===== config.mk =====
export PLATFORM = sky130hd
export DESIGN_NAME = seg7_capture
export DESIGN_NICKNAME = d
export VERILOG_FILES = /design/src/rtl/seg7_capture.sv
export SDC_FILE = /design/constraint.sdc
export NUM_CORES = 1
export LEC_CHECK = 0
export ABC_AREA = 1
export BUFFER_PORTS_ARGS = -buffer_cell sky130_fd_sc_hd__buf_2
export CELL_PAD_IN_SITES_DETAIL_PLACEMENT = 1
export CELL_PAD_IN_SITES_GLOBAL_PLACEMENT = 1
export CORE_ASPECT_RATIO = 1.4
export CORE_MARGIN = 4
export CORE_UTILIZATION = 46
export DETAILED_ROUTE_END_ITERATION = 8
export GPL_TIMING_DRIVEN = 0
export PLACE_DENSITY = 0.78
export SYNTH_ARGS = -nofsm -noshare
export SYNTH_HDL_FRONTEND = slang
export SYNTH_SLANG_ARGS = --single-unit

===== constraint.sdc =====
create_clock -name clk -period 4.1 [get_ports clk]
set_clock_uncertainty 0.05 [all_clocks]
set_input_delay 0.82 -clock clk [delete_from_list [all_inputs] [get_ports clk]]
set_output_delay 0.82 -clock clk [all_outputs]
set_load 0.02 [all_outputs]

===== src/rtl/seg7_capture.sv =====
// Recovers the hex digit stream from a 7-segment bus: debounce, decode, FWFT FIFO.
// Optional SEG7_HOLD_REPEAT_EN: re-push a held pattern every HOLD_CYCLES edges.
module seg7_capture #(
  parameter int unsigned STABLE_CYCLES = 4,
  parameter int unsigned DEPTH         = 8,
  parameter int unsigned HOLD_CYCLES   = 64
) (
  input  logic                     clk,
  input  logic                     rst,
  input  logic [6:0]               segments,
  input  logic                     rd_en,
  output logic [4:0]               rd_data,
  output logic                     rd_valid,
  output logic                     full,
  output logic [$clog2(DEPTH):0]   count,
  output logic                     overflow
);

  localparam int unsigned AW = $clog2(DEPTH);
  localparam int unsigned CW = AW + 1;
  localparam int unsigned SW = 8;

  if (STABLE_CYCLES < 1 || STABLE_CYCLES > 255) begin : g_bad_stable
    $error("seg7_capture: STABLE_CYCLES out of range");
  end
  if (DEPTH < 2 || (DEPTH & (DEPTH - 1)) != 0) begin : g_bad_depth
    $error("seg7_capture: DEPTH must be a power of 2, at least 2");
  end
  if (HOLD_CYCLES < 1) begin : g_bad_hold
    $error("seg7_capture: HOLD_CYCLES must be at least 1");
  end

  // Segment pattern to {err, nibble}; anything unrecognised is an error entry.
  function automatic logic [4:0] decode(input logic [6:0] p);
    case (p)
      7'h3F: decode = 5'h00;
      7'h06: decode = 5'h01;
      7'h5B: decode = 5'h02;
      7'h4F: decode = 5'h03;
      7'h66: decode = 5'h04;
      7'h6D: decode = 5'h05;
      7'h7D: decode = 5'h06;
      7'h07: decode = 5'h07;
      7'h7F: decode = 5'h08;
      7'h6F: decode = 5'h09;
      7'h77: decode = 5'h0A;
      7'h7C: decode = 5'h0B;
      7'h39: decode = 5'h0C;
      7'h5E: decode = 5'h0D;
      7'h79: decode = 5'h0E;
      7'h71: decode = 5'h0F;
      default: decode = 5'h10;
    endcase
  endfunction

  logic [SW-1:0] stab_cnt, stab_cnt_n;
  logic [6:0]    seg_q, seg_n;
  logic [6:0]    last_q, last_n;
  logic          restart, accept, cap_new, cap_push, push;

  logic [4:0]    mem [DEPTH];
  logic [AW-1:0] wr_ptr, wr_ptr_n, rd_ptr, rd_ptr_n;
  logic [CW-1:0] count_n;
  logic [4:0]    entry, head_n;
  logic          pop, wr, ovf_n, full_n, valid_n;

  // Stability counter: restarts on any bus change, saturates instead of wrapping.
  always_comb begin
    restart    = (stab_cnt == '0) || (segments != seg_q);
    seg_n      = segments;
    stab_cnt_n = stab_cnt;
    if (restart) begin
      stab_cnt_n = SW'(1);
    end else if (stab_cnt != {SW{1'b1}}) begin
      stab_cnt_n = stab_cnt + SW'(1);
    end
    accept   = (stab_cnt_n == SW'(STABLE_CYCLES)) && (restart || (stab_cnt_n != stab_cnt));
    cap_new  = accept && (segments != last_q);
    last_n   = cap_new ? segments : last_q;
    cap_push = cap_new && (segments != 7'h00);
  end

`ifdef SEG7_HOLD_REPEAT_EN
  localparam int unsigned HW = (HOLD_CYCLES < 2) ? 1 : $clog2(HOLD_CYCLES);

  logic [HW-1:0] hold_cnt, hold_cnt_n;
  logic          hold_act, hold_act_n, hold_push;

  // Hold timer runs from the capturing edge while the bus keeps the captured pattern.
  always_comb begin
    hold_cnt_n = hold_cnt;
    hold_act_n = hold_act;
    hold_push  = 1'b0;
    if (cap_push) begin
      hold_act_n = 1'b1;
      hold_cnt_n = '0;
    end else if (hold_act && (segments == last_q)) begin
      if (hold_cnt == HW'(HOLD_CYCLES - 1)) begin
        hold_push  = 1'b1;
        hold_cnt_n = '0;
      end else begin
        hold_cnt_n = hold_cnt + HW'(1);
      end
    end else begin
      hold_act_n = 1'b0;
    end
    push = cap_push || hold_push;
  end

  always_ff @(posedge clk) begin
    if (!rst) begin
      hold_cnt <= '0;
      hold_act <= 1'b0;
    end else begin
      hold_cnt <= hold_cnt_n;
      hold_act <= hold_act_n;
    end
  end
`else
  always_comb begin
    push = cap_push;
  end
`endif

  // FIFO next state; the head register keeps rd_data registered yet first-word-fall-through.
  always_comb begin
    entry    = decode(last_n);
    pop      = rd_en && rd_valid;
    wr       = push && (!full || pop);
    ovf_n    = overflow || (push && full && !pop);
    wr_ptr_n = wr ? wr_ptr + AW'(1) : wr_ptr;
    rd_ptr_n = pop ? rd_ptr + AW'(1) : rd_ptr;
    count_n  = count;
    if (wr && !pop) begin
      count_n = count + CW'(1);
    end else if (pop && !wr) begin
      count_n = count - CW'(1);
    end
    if (count_n == '0) begin
      head_n = '0;
    end else if (wr && ((count == '0) || ((count == CW'(1)) && pop))) begin
      head_n = entry;
    end else begin
      head_n = mem[rd_ptr_n];
    end
    full_n  = (count_n == CW'(DEPTH));
    valid_n = (count_n != '0);
  end

  always_ff @(posedge clk) begin
    if (!rst) begin
      stab_cnt <= '0;
      seg_q    <= 7'h00;
      last_q   <= 7'h00;
      wr_ptr   <= '0;
      rd_ptr   <= '0;
      count    <= '0;
      rd_data  <= '0;
      rd_valid <= 1'b0;
      full     <= 1'b0;
      overflow <= 1'b0;
    end else begin
      stab_cnt <= stab_cnt_n;
      seg_q    <= seg_n;
      last_q   <= last_n;
      wr_ptr   <= wr_ptr_n;
      rd_ptr   <= rd_ptr_n;
      count    <= count_n;
      rd_data  <= head_n;
      rd_valid <= valid_n;
      full     <= full_n;
      overflow <= ovf_n;
    end
  end

  // Storage needs no reset: entries are only read when occupancy says they are valid.
  always_ff @(posedge clk) begin
    if (rst && wr) begin
      mem[wr_ptr] <= entry;
    end
  end

endmodule


Word-level counts from Yosys, hierarchy flattened
Memory sizes are Yosys's and may differ from the RTL's.
Index checks and enable logic that the tools add are counted.
{ "totals": {"ff_bits": 40, "mem_bits_rw": 40, "input_bits": 10, "output_inout_bits": 12, "word_cells": 76, "mem_count": 1} }
{ "memory_table": {"columns": ["memory", "words", "word_bits", "rd", "rd_clocked_by_memory_dff", "write_ports", "line_no", "text"], "rows": [
  ["mem", 8, 5, 1, 0, 1, "61", "logic [4:0] mem [DEPTH];"]
]} }
{ "op_classes": {"addsub": 5, "eq_ne": 23, "muxes": 10, "bitwise": 1, "n_reduce_logical": 26} }
{ "op_table": {"columns": ["operator", "count"], "rows": [
  ["$eq 7x7->1 const B", 12],
  ["$pmux 5 s16", 1],
  ["$mux 8", 2],
  ["$eq 7x3->1 const B", 2],
  ["$eq 7x6->1 const B", 2],
  ["$ne 7x7->1", 2],
  ["$logic_and 1x1->1", 12],
  ["$add 8x1->8 const B", 1],
  ["$eq 8x3->1 const B", 1],
  ["$logic_not 4->1", 2],
  ["$logic_not 8->1", 1],
  ["$mux 4", 2],
  ["$ne 8x8->1", 1],
  ["$ne 8x8->1 const B", 1],
  ["$mux 7", 1],
  ["$reduce_bool 7->1", 1],
  ["$add 3x1->3 const B", 2],
  ["$logic_or 1x1->1", 5],
  ["$mux 5", 1],
  ["$add 4x1->4 const B", 1],
  ["$eq 4x1->1 const B", 1],
  ["$eq 4x4->1 const B", 1],
  ["$reduce_bool 4->1", 1],
  ["$sub 4x1->4 const B", 1],
  ["5 further kinds", 8]
]} }

Depth between registers and ports, before layout
{ "depth": {"ltp_word": 15, "depth_mapped": 23, "depth_no_buf": 22} }

Worst setup path after synthesis
OpenSTA, ideal clock, no wires.
{ "synth_path": {"path_type": "input to register", "from": "input segments[2]", "to": "memory mem[4][0], enable pin", "setup_time_ns": 0.381, "arrival_time_ns": 2.742, "t_required_ns": 3.669, "slack_ns": 0.927, "cell_stages": 12, "path_buffers": 1, "path_cell_list": "buf_2 xnor2_1 nand3_2 nor2_8 nand2_1 nor2_1 nand4_1 nor2_1 nand3_1 nor2_1 nand2_1 nor4_1"} }
{ "synth_between": {"elab_chain_cells": 12, "word_cells_on_any_way": 15, "classes_between": "eq/ne (4); mux (3); reduce/logical (8)"} }
{ "synth_rtl": {"columns": ["item", "line_no", "text"], "rows": [
  ["start, declared", "10", "input logic [6:0] segments,"],
  ["$ne 7x7->1", "69", "restart = (stab_cnt == '0) || (segments != seg_q);"],
  ["$logic_or 1x1->1", "69", null],
  ["$mux 8", "72", "if (restart) begin"],
  ["$ne 8x8->1", "77", "accept = (stab_cnt_n == SW'(STABLE_CYCLES)) && (restart || (stab_cnt_n != stab_cnt));"],
  ["$logic_or 1x1->1", "77", null],
  ["$logic_and 1x1->1", "77", null],
  ["$logic_and 1x1->1", "78", "cap_new = accept && (segments != last_q);"],
  ["$logic_and 1x1->1 (*)", "80", "cap_push = cap_new && (segments != 7'h00);"],
  ["$logic_and 1x1->1 (*)", "129", "wr = push && (!full || pop);"],
  ["$logic_and 1x1->1 (*)", "178", "if (rst && wr) begin"],
  ["$mux 1 (*)", "178", null],
  ["$mux 1 (implied by the code) (*)", "179", "mem[wr_ptr] <= entry;"],
  ["end, declared", "61", null]
]} }
Every way passes the cells marked *; elsewhere a longest branch is shown, timed or not.

Worst setup path in the final report
{ "layout_path": {"from": "register stab_cnt[0]", "to": "memory mem[4][4], enable pin"} }
{ "layout_between": {"elab_chain_cells": 12, "word_cells_on_any_way": 16, "classes_between": "add/sub (1); eq/ne (3); mux (4); reduce/logical (8)"} }
{ "layout_rtl": {"columns": ["item", "line_no", "text"], "rows": [
  ["start, declared", "56", "logic [SW-1:0] stab_cnt, stab_cnt_n;"],
  ["start signal, assigned", "163", "stab_cnt <= stab_cnt_n;"],
  ["$add 8x1->8 (tied with other cells)", "75", "stab_cnt_n = stab_cnt + SW'(1);"],
  ["$mux 8 / $logic_or 1x1->1 (equally long branches)", "74, 69", null],
  ["$mux 8", "72", null],
  ["$ne 8x8->1", "77", null],
  ["$logic_or 1x1->1", "77", null],
  ["$logic_and 1x1->1 (*)", "77", null],
  ["$logic_and 1x1->1 (*)", "78", null],
  ["$logic_and 1x1->1 (*)", "80", null],
  ["$logic_and 1x1->1 (*)", "129", null],
  ["$logic_and 1x1->1 (*)", "178", null],
  ["$mux 1 (*)", "178", null],
  ["$mux 1 (implied by the code) (*)", "179", null]
]} }
Marked as above.

==> metrics.yaml <==
io_buffers: 18
place_ws_ns: -0.00375
dr.pass1.iters: 4
clk_pin_slew_ns: 0.06
clock_latency_ns: 0.33
hold_viol: 0
die_h_um: 124
worst_ep_arrival_time_ns: 3.50
drtIter0Drc: 93
syn_nets: 578
dpl_cell_area_um2: 4640
vias: 3703
tritoncts: "done"
post-route-min-period_ns: 3.60
grt_max_degree: 14
end_kind: "flip-flop"
outcome: "finished, final reports clean"
die_w_um: 90.7
drive_gt1_share_pct: 16.2
num_antenna_cells: 0
post_cts_buffers: 0
initial_core_util_pct: 46.9
layout_setup_ws_ns: 0.495
cts.htree.levels: 3
postLayoutCoreUtil_pct: 52.6
synth-simple-area-share_pct: 33.9
wl_um: 11600
tns_ns: 0
total_power_mw: 2.15
dieArea_um2: 11200
wl_per_cell_um: 16.4
ys_warn_count: 0
drtAntennaViolNets: 0
dpl.cell_count: 688
synth_top_family_by_area: "simple AND/OR/NAND/NOR gates"
rsz0062_at_grt: "no"
grt_pass1_wl_um: 19100
fin_cells: 704
cp-start-kind: "flip-flop"
nFillCells: 1167
avgSynthCellArea_um2: 7.87
cts_buffer_depth: 2
stdcell_area_um2: 4950
grt_use_total_pct: 21.8
cts_root_buf: "clkbuf_16"
detail_route.vias_per_cell: 5.26
min_period_over_period_pct: 87.9
peakVddDrop_v: 0.000203
drc: 0
clock_sinks: 80
worstPathRequired_ns: 4.00
coreArea_um2: 9410
seq_area_frac_synth_pct: 45.4
synth_seq_cells: 80
synth_fa_ha_area_share_pct: 2.27
row_count: 42
fmax_mhz: 277
dp.final_hpwl_um: 8890
io_pins: 22
drv_slew: 0
hold_path.class: "flip-flop to flip-flop"
tightestPinTransition_ns: 1.12
cts_made_buffers: 9
antenna_found_initial: 0
area_growth_pct: 12.3
place_congestion: 0.871
layout.nets: 607
overflow: 0
powerDensity_nw_per_um2: 435
synthXorXnorAreaFrac_pct: 2.78
crit_fanout: 5
synthDistinctLibCells: 43
path_class: "flip-flop to flip-flop"
muxShareOfSynthArea_pct: 0
synthesis.area_um2: 4410
grt_pass1_vias: 3974
setup_viol: 0
cap_violations: 0
p_leak_nw: 2.19
max-slew-margin-rel_pct: 25.0
synthCells: 560
synth_compound_area_share_pct: 7.69
whs_ns: 0.425
==> worst paths after layout <==
check,slack [ns],depth (start not counted),from,to
worst max-delay path,0.50,13,stab_cnt[0]$_SDFF_PN0_,mem[4][4]$_DFFE_PP_
worst min-delay path,0.43,2,overflow$_SDFF_PN0_,overflow$_SDFF_PN0_
worst max register to register,0.50,13,stab_cnt[0]$_SDFF_PN0_,mem[4][4]$_DFFE_PP_
worst min register to register,0.43,2,overflow$_SDFF_PN0_,overflow$_SDFF_PN0_
==> synth_stat cells (all sizes together) <==
library cell / n / area share [%]
clkbuf: 10 / 0.85
o221ai: 5 / 0.99
a31oi: 1 / 0.14
and3: 1 / 0.14
xnor2: 8 / 1.6
a21oi: 10 / 1.2
nor2b: 1 / 0.14
nor4: 7 / 0.99
ha: 8 / 2.3
nand2: 164 / 15
nand3: 24 / 3.9
o22ai: 5 / 0.71
nor3: 6 / 0.68
xor2: 6 / 1.2
buf: 7 / 1.2
inv: 68 / 5.8
a211oi: 1 / 0.17
o21ai: 34 / 4.1
and2: 1 / 0.14
nand4: 13 / 2.5
clkinv: 1 / 0.085
o211ai: 2 / 0.34
edfxtp: 40 / 27
nor2: 95 / 9.9
or2: 2 / 0.28
dfxtp: 40 / 18
==> kinds of logic after synthesis <==
family / Yosys count
AND/OR/NAND/NOR: 314
AO/OA/AOI/OAI: 58
buffers and inverters: 86
XOR/XNOR: 14
flip-flops: 80
adder cells (fa/ha/maj): 8
==> layout by cell type (no fill, tap or decap), types with 4 or more instances in the layout <==
master,count
inv_1,55
o221ai_1,5
clkbuf_16,9
o21ai_0,28
dfxtp_1,40
buf_2,20
o22ai_1,5
nor2_1,82
nand3_1,18
clkbuf_1,11
nand2_1,146
ha_1,8
edfxtp_1,40
nor3_1,6
a21oi_1,9
xor2_1,6
o21ai_1,5
nor4_1,6
nor2_4,4
nor2_2,7
nand4_1,10
nand2_2,16
xnor2_1,8
inv_2,13
==> sequential cells by signal, indices dropped and copies added, names as in the netlist <==
name,flops
mem,40
rd_valid,1
count,4
seg_q,7
rd_ptr,3
wr_ptr,3
last_q,7
overflow,1
rd_data,5
full,1
stab_cnt,8
==> critical path, stage by stage, from the launching register on <==
cell and delay (ns):
dfxtp_1 0.38, ha_1 0.20, nand2_1 0.09, nor2_1 0.17, nand3_1 0.16, nand2_1 0.15
inv_1 0.07, nor4_1 0.29, nand4_1 0.12, nor2_1 0.13, nand3_1 0.09, nor2_1 0.24
nand2_1 0.20, nor4_1 0.88
==> layout make-up <==
| class | instances | area (um2) | area share [%] |
|---|---|---|---|
| clock buffer | 12 | 256 | 5.18 |
| inverter | 69 | 259 | 5.23 |
| tap | 110 | 138 | 2.78 |
| clock inverter | 4 | 52.6 | 1.06 |
| sequential | 80 | 2000 | 40.4 |
| buffer | 17 | 92.6 | 1.87 |
| multi-input combinational | 394 | 2060 | 41.6 |
| timing repair buffer | 18 | 90.1 | 1.82 |
==> routing by layer <==
| layer | track usage (%) | wire [um] | part of all wire, % |
|---|---|---|---|
| met5 | 0 | 0 | 0 |
| met3 | 1.93 | 139 | 1.2 |
| met2 | 46.2 | 6890 | 60 |
| met1 | 21.4 | 4360 | 38 |
| met4 | 8.33 | 185 | 1.6 |
==> what timing repair did <==
action                     4_1_cts  5_1_grt
hold buffers                     0        0
setup endpoints to repair        0        5
resized for setup                0        1
==> power breakdown <==
group / leakage (nW) / total (mW) / internal [mW] / switching (mW)
clock: 0.153 / 0.827 / 0.506 / 0.321
sequential: 0.703 / 0.893 / 0.870 / 0.0228
combinational: 1.33 / 0.435 / 0.134 / 0.301
total: 2.19 / 2.15 / 1.51 / 0.645
Note: power is estimated with default switching activity, not from simulation.
